**src/rtl/mem_pkg.sv**
```systemverilog
// Shared definitions for the data memory responder.
//   - state_t          : responder FSM states (IDLE, BUSY, RESP)
//   - DEFAULT_DATA_W   : default data/address width in bits
//   - DEFAULT_DEPTH    : default number of memory words
//   - DEFAULT_LATENCY  : default request-to-response latency in cycles
package mem_pkg;

  localparam int DEFAULT_DATA_W  = 64;
  localparam int DEFAULT_DEPTH   = 32;
  localparam int DEFAULT_LATENCY = 2;

  typedef enum logic [1:0] {
    IDLE = 2'd0,
    BUSY = 2'd1,
    RESP = 2'd2
  } state_t;

endpackage

```
**src/rtl/mem_latency_counter.sv**
```systemverilog
// Down-counter that times the BUSY phase of the responder.
// Ports:
//   clk, rst_n : clock, asynchronous active-low reset (clears count to 0)
//   load       : load load_val (has priority over dec)
//   load_val   : value loaded on load
//   dec        : decrement by one; holds at zero
//   zero       : count is zero
module mem_latency_counter #(
  parameter int CNT_W = 3
) (
  input  logic             clk,
  input  logic             rst_n,
  input  logic             load,
  input  logic [CNT_W-1:0] load_val,
  input  logic             dec,
  output logic             zero
);

  logic [CNT_W-1:0] count;

  always_ff @(posedge clk or negedge rst_n) begin
    if (!rst_n) begin
      count <= '0;
    end else if (load) begin
      count <= load_val;
    end else if (dec && (count != '0)) begin
      count <= count - 1'b1;
    end
  end

  assign zero = (count == '0);

endmodule

```
**src/rtl/data_mem_responder.sv**
```systemverilog
// Word-addressed data memory with a fixed-latency valid/ready request and
// response handshake. One request in flight at a time.
// Ports:
//   clk, rst_n              : clock, asynchronous active-low reset
//   req_valid / req_ready   : request handshake (ready only in IDLE)
//   req_write               : 1 = store, 0 = load
//   req_addr, req_wdata     : word address and store data
//   resp_valid / resp_ready : response handshake (valid only in RESP)
//   resp_rdata              : load data, 0 for stores and out-of-range
//   resp_err                : address was >= DEPTH
module data_mem_responder
  import mem_pkg::*;
#(
  parameter int DATA_W  = DEFAULT_DATA_W,
  parameter int DEPTH   = DEFAULT_DEPTH,
  parameter int LATENCY = DEFAULT_LATENCY
) (
  input  logic              clk,
  input  logic              rst_n,
  input  logic              req_valid,
  output logic              req_ready,
  input  logic              req_write,
  input  logic [DATA_W-1:0] req_addr,
  input  logic [DATA_W-1:0] req_wdata,
  output logic              resp_valid,
  input  logic              resp_ready,
  output logic [DATA_W-1:0] resp_rdata,
  output logic              resp_err
);

  localparam int IDX_W = (DEPTH > 1) ? $clog2(DEPTH) : 1;
  localparam int CNT_W = $clog2(LATENCY + 1);
  localparam logic [CNT_W-1:0]  CNT_INIT = CNT_W'(LATENCY - 1);
  localparam logic [DATA_W-1:0] DEPTH_W  = DATA_W'(DEPTH);

  state_t state, state_nxt;

  // Holds req_ready low while reset is asserted and releases it on the
  // first clock edge after reset deasserts.
  logic out_en;

  logic cnt_load, cnt_dec, cnt_zero, do_access;

  logic              write_q;
  logic [DATA_W-1:0] addr_q;
  logic [DATA_W-1:0] wdata_q;
  logic              in_range;
  logic [IDX_W-1:0]  idx;

  logic [DATA_W-1:0] mem [DEPTH];

  // State register
  always_ff @(posedge clk or negedge rst_n) begin
    if (!rst_n) begin
      state  <= IDLE;
      out_en <= 1'b0;
    end else begin
      state  <= state_nxt;
      out_en <= 1'b1;
    end
  end

  // Next-state and control decode
  always_comb begin
    state_nxt = state;
    cnt_load  = 1'b0;
    cnt_dec   = 1'b0;
    do_access = 1'b0;
    case (state)
      IDLE: begin
        if (req_valid && req_ready) begin
          cnt_load  = 1'b1;
          state_nxt = BUSY;
        end
      end
      BUSY: begin
        if (cnt_zero) begin
          do_access = 1'b1;
          state_nxt = RESP;
        end else begin
          cnt_dec = 1'b1;
        end
      end
      RESP: begin
        if (resp_ready) begin
          state_nxt = IDLE;
        end
      end
      default: state_nxt = IDLE;
    endcase
  end

  assign req_ready  = (state == IDLE) && out_en;
  assign resp_valid = (state == RESP);

  mem_latency_counter #(
    .CNT_W (CNT_W)
  ) u_latency_counter (
    .clk      (clk),
    .rst_n    (rst_n),
    .load     (cnt_load),
    .load_val (CNT_INIT),
    .dec      (cnt_dec),
    .zero     (cnt_zero)
  );

  // Accepted request; only meaningful while BUSY, so it needs no reset.
  always_ff @(posedge clk) begin
    if (cnt_load) begin
      write_q <= req_write;
      addr_q  <= req_addr;
      wdata_q <= req_wdata;
    end
  end

  // Full-width compare so that large addresses cannot alias onto a valid
  // index through truncation.
  assign in_range = (addr_q < DEPTH_W);
  assign idx      = addr_q[IDX_W-1:0];

  // Memory and response registers: the access happens only on the
  // BUSY->RESP edge, and the result is held through RESP.
  always_ff @(posedge clk or negedge rst_n) begin
    if (!rst_n) begin
      for (int i = 0; i < DEPTH; i++) begin
        mem[i] <= DATA_W'(i);
      end
      resp_rdata <= '0;
      resp_err   <= 1'b0;
    end else if (do_access) begin
      if (in_range) begin
        if (write_q) begin
          mem[idx] <= wdata_q;
        end
        resp_rdata <= write_q ? '0 : mem[idx];
        resp_err   <= 1'b0;
      end else begin
        resp_rdata <= '0;
        resp_err   <= 1'b1;
      end
    end
  end

endmodule

```
**config.mk**
```make
export PLATFORM = sky130hd
export DESIGN_NAME = data_mem_responder
export DESIGN_NICKNAME = d
export VERILOG_FILES = /design/src/rtl/mem_pkg.sv /design/src/rtl/mem_latency_counter.sv /design/src/rtl/data_mem_responder.sv
export SDC_FILE = /design/constraint.sdc
export NUM_CORES = 2
export LEC_CHECK = 0
export CAP_MARGIN = 20
export CORE_ASPECT_RATIO = 1.4
export CORE_UTILIZATION = 50
export CTS_BUF_LIST = sky130_fd_sc_hd__clkbuf_4
export CTS_CLUSTER_SIZE = 12
export DETAILED_ROUTE_END_ITERATION = 8
export PLACE_DENSITY = 0.68
export SLEW_MARGIN = 20
export SYNTH_ARGS = -nofsm -noshare
export SYNTH_HDL_FRONTEND = slang
export SYNTH_HIERARCHICAL = 1
export SYNTH_SLANG_ARGS = --single-unit
export TNS_END_PERCENT = 5
```
**constraint.sdc**
```tcl
create_clock -name clk -period 4.61 [get_ports clk]
set_input_delay 0.922 -clock clk [delete_from_list [all_inputs] [get_ports clk]]
set_output_delay 0.922 -clock clk [all_outputs]
set_load 0.05 [all_outputs]
```
==> results.ini <==
[outcome]
status=completed

[clocking]
insertion_delay_ps=1260
clockRootBuffer=clkbuf_4
cts_resized=0
clk_path_buf_depth=4
cts.sinks=2247
cts_made_buffers=564
htree_levels=6
cts_tree=done
cts.clk_slew.worst_paths_ps=60

[setup_path]
rr_worst_depth=6
critPathKind=flip-flop to primary output
slowest_stage=clkdlybuf4s50_1
cp.arrival_ps=2880
required_ps=3690
r2r_start=addr_q[3]
cp_num_buf_inv=2
worstSetupEndpointType=primary output
rrSetupSlack_ps=1160
path_delay_family=buffers and inverters
cp_cell_sequence=nor3b_1 -> buf_4 -> clkdlybuf4s50_1
crit_path_max_incr_delay_ps=790
path_max_fanout=4
worst_setup_path_start_kind=flip-flop
r2r-end=resp_rdata[61]

[floorplanning]
core_area_um2=198000
rows=193
die_y_um=530
io_pins=200
die_area_um2=201000
fp.dieW_um=379
start_util_pct=50.3

[logic_synthesis]
yosys_register_bits=2247
synth.avg_cell_area_um2=14.5
ys.flop_type=dfrtp_1
ys_seq_area_share_pct=57.3
netlist_area_um2=99500
ys_warn_count=6
syn_inst=6847
async_flop_share_pct=94.3
synth.distinct_cells=49
synth_edf_count=129

[route]
drc=0
wl_per_cell_um=27.0
finalWirelength_mm=276
drt-pass1-iter-count=7
via_count=61400
vias_per_cell=6.01
drtIter0Drc=3614
antenna_left=0

[sta]
finalHoldViolations=0
period_minus_slack_ps=3810
maxSlewViolCount=0
worst_pin_slew_ps=1160
fin_worst_skew_ps=78.9
period_share_pct=82.6
fmax_ghz=0.263
fin_tns_setup_ps=0
slew_headroom_pct=22.3
setup_viol=0
rsz0062_at_grt=no

[placement]
placed_area_um2=104000
gp_congestion=0.789
buffer_ports.inserted=199
hpwl_mm=160

[finish]
fin_area_um2=112000
nets=7357
multi_input_area_um2=39500
regArea_um2=57000
fillers=16400
drive_gt1_share_pct=42.3
area_growth_pct=12.3

[power]
vdd_ir_drop_max_mv=0.217
cellPowerDensity_nw_per_um2=357
p_leak_nw=56.1

[worst_hold_path]
hp-class=input pin to flip-flop
min-delay-start=req_wdata[22]
min_to=wdata_q[22]
whs_path_depth=1

[global_routing]
gr-total-overflow=0
grt_pass1_vias=65600
grt_pass1_wl_mm=417
antenna_found_initial=5
grt_max_degree=159
track_usage_pct=27.7

[job]
drv_cap=0

==> cell usage after synthesis, types with 2 or more instances <==
| master | n | area (µm²) |
|---|---|---|
| nand4bb_1 | 6 | 67.6 |
| inv_1 | 4 | 15.0 |
| mux2_1 | 91 | 1020 |
| or4b_2 | 4 | 40.0 |
| nand2_1 | 68 | 255 |
| clkbuf_1 | 358 | 1340 |
| nand4_1 | 4 | 25.0 |
| buf_1 | 26 | 97.6 |
| or2_2 | 2 | 12.5 |
| nor4_1 | 143 | 895 |
| nor3b_2 | 2 | 25.0 |
| nand2_2 | 12 | 75.1 |
| nand2b_1 | 2 | 12.5 |
| nand4_2 | 4 | 50.1 |
| mux2_2 | 1957 | 22000 |
| buf_4 | 2 | 15.0 |
| mux2i_1 | 1024 | 10200 |
| edfxtp_1 | 129 | 3870 |
| buf_2 | 153 | 766 |
| dfrtp_1 | 2038 | 51000 |
| nor2_2 | 2 | 12.5 |
| nand4b_1 | 5 | 43.8 |
| nor2_1 | 13 | 48.8 |
| buf_6 | 97 | 1090 |
| or4b_1 | 2 | 20.0 |
| nor3b_1 | 2 | 15.0 |
| a22o_1 | 64 | 561 |
| conb_1 | 2 | 7.51 |
| nand3_4 | 16 | 280 |
| dfstp_2 | 80 | 2100 |
| nand3b_1 | 4 | 30.0 |
| nor2b_1 | 2 | 12.5 |
| o22ai_1 | 512 | 3200 |
| nand3_1 | 2 | 10.0 |
==> registers in the layout, indices dropped and copies added, names as in the netlist <==
name / count
mem: 2048
addr_q: 64
resp_rdata: 64
wdata_q: 64
state: 2
u_latency_counter/count: 2
out_en: 1
resp_err: 1
write_q: 1
==> worst register-to-register path, stage by stage, from the launching register on <==
cell and delay, ps:
edfxtp_1 960, or4b_4 680, buf_4 410, o22ai_1 190, nor4_1 630, nand2_1 190
a22o_1 250
==> metrics by stage <==
step	setup slack [ps]	hold WS, ps	instances	utilization, %	total power (W)
2_1_floorplan	587	464	6848	-	0.0222
3_3_place_gp	1320	472	9259	52.8	0.0236
3_5_place_dp	1220	480	9260	52.8	0.0236
4_1_cts	635	107	10200	56.3	0.0403
5_1_grt	604	139	10200	56.5	0.0415
6_report	803	225	10200	56.5	0.0399
==> cells in the final DEF, fill, tap and decap left out, drive strengths merged, types with 2 or more instances in the layout <==
master | Yosys | final
nand4b | 5 | 5
nor2 | 15 | 15
clkdlybuf4s50 | 0 | 198
clkinv | 0 | 68
buf | 279 | 248
mux2i | 1024 | 1024
nand4 | 8 | 8
nor4 | 143 | 143
edfxtp | 129 | 129
dfrtp | 2038 | 2038
a22o | 64 | 64
nand3 | 18 | 18
dfstp | 80 | 80
nand2b | 2 | 2
inv | 4 | 14
or2 | 2 | 2
bufinv | 0 | 8
diode | 0 | 5
clkbuf | 359 | 838
conb | 2 | 3
nand3b | 4 | 4
nor2b | 2 | 2
nand4bb | 6 | 6
nor3 | 2 | 2
o22ai | 512 | 512
mux2 | 2048 | 2048
clkinvlp | 0 | 6
nor3b | 5 | 5
or4b | 6 | 6
nand2 | 80 | 80
==> kinds of logic after synthesis <==
family	count (synthesis)	share of synthesized area, %
simple gates	303	2.01
fa+ha+maj	1	0.0126
flops	2247	57.3
compound gates	580	3.82
mux	3072	33.5
buf+inv	642	3.37
other cells	2	0.00755
==> layout make-up <==
cell class,instances,area share (%)
Sequential cell,2247,51.0
Multi-Input combinational cell,3959,35.3
Clock buffer,838,5.63
Timing Repair Buffer,447,4.50
Tap cell,2632,2.95
Clock inverter,92,0.530
Inverter,4,0.0134
Antenna cell,5,0.0112
==> metal layers <==
layer	GRT usage [%]	vias to the layer above	routed length [µm]
met2	46.7	1707	138000
met3	4.69	543	13700
met1	35.9	32800	116000
li1	-	26400	-
met5	0	-	13
met4	9.72	2	8310
==> where the power goes <==
group          total (W)  switching [W]  leakage, nW  internal, W
combinational    0.00279        0.00189         21.5     0.000903
sequential        0.0206       0.000475         30.5       0.0201
clock             0.0165        0.00786         4.13      0.00869
==> worst max-delay path by stage <==
stage                                     startpoint                    endpoint  slack [ps]  cells after the start
after floorplan                             state[0]  u_latency_counter/count[1]         590                      4
after global placement                     addr_q[0]              resp_rdata[39]        1320                      8
after detailed placement  u_latency_counter/count[0]              resp_rdata[38]        1220                      9
after CTS                                   state[0]                   req_ready         630                      3
after global routing                        state[0]                   req_ready         600                      3
final                                       state[0]                   req_ready         800                      3
==> what timing repair did <==
| item | CTS | global route |
|---|---|---|
| hold buffers | 1 | 0 |
| hold endpoints to repair | 61 | 0 |
| endpoints found under the setup margin | 0 | 0 |
| setup buffers | 0 | 0 |
No activity file was read; power rests on OpenSTA's default activity.
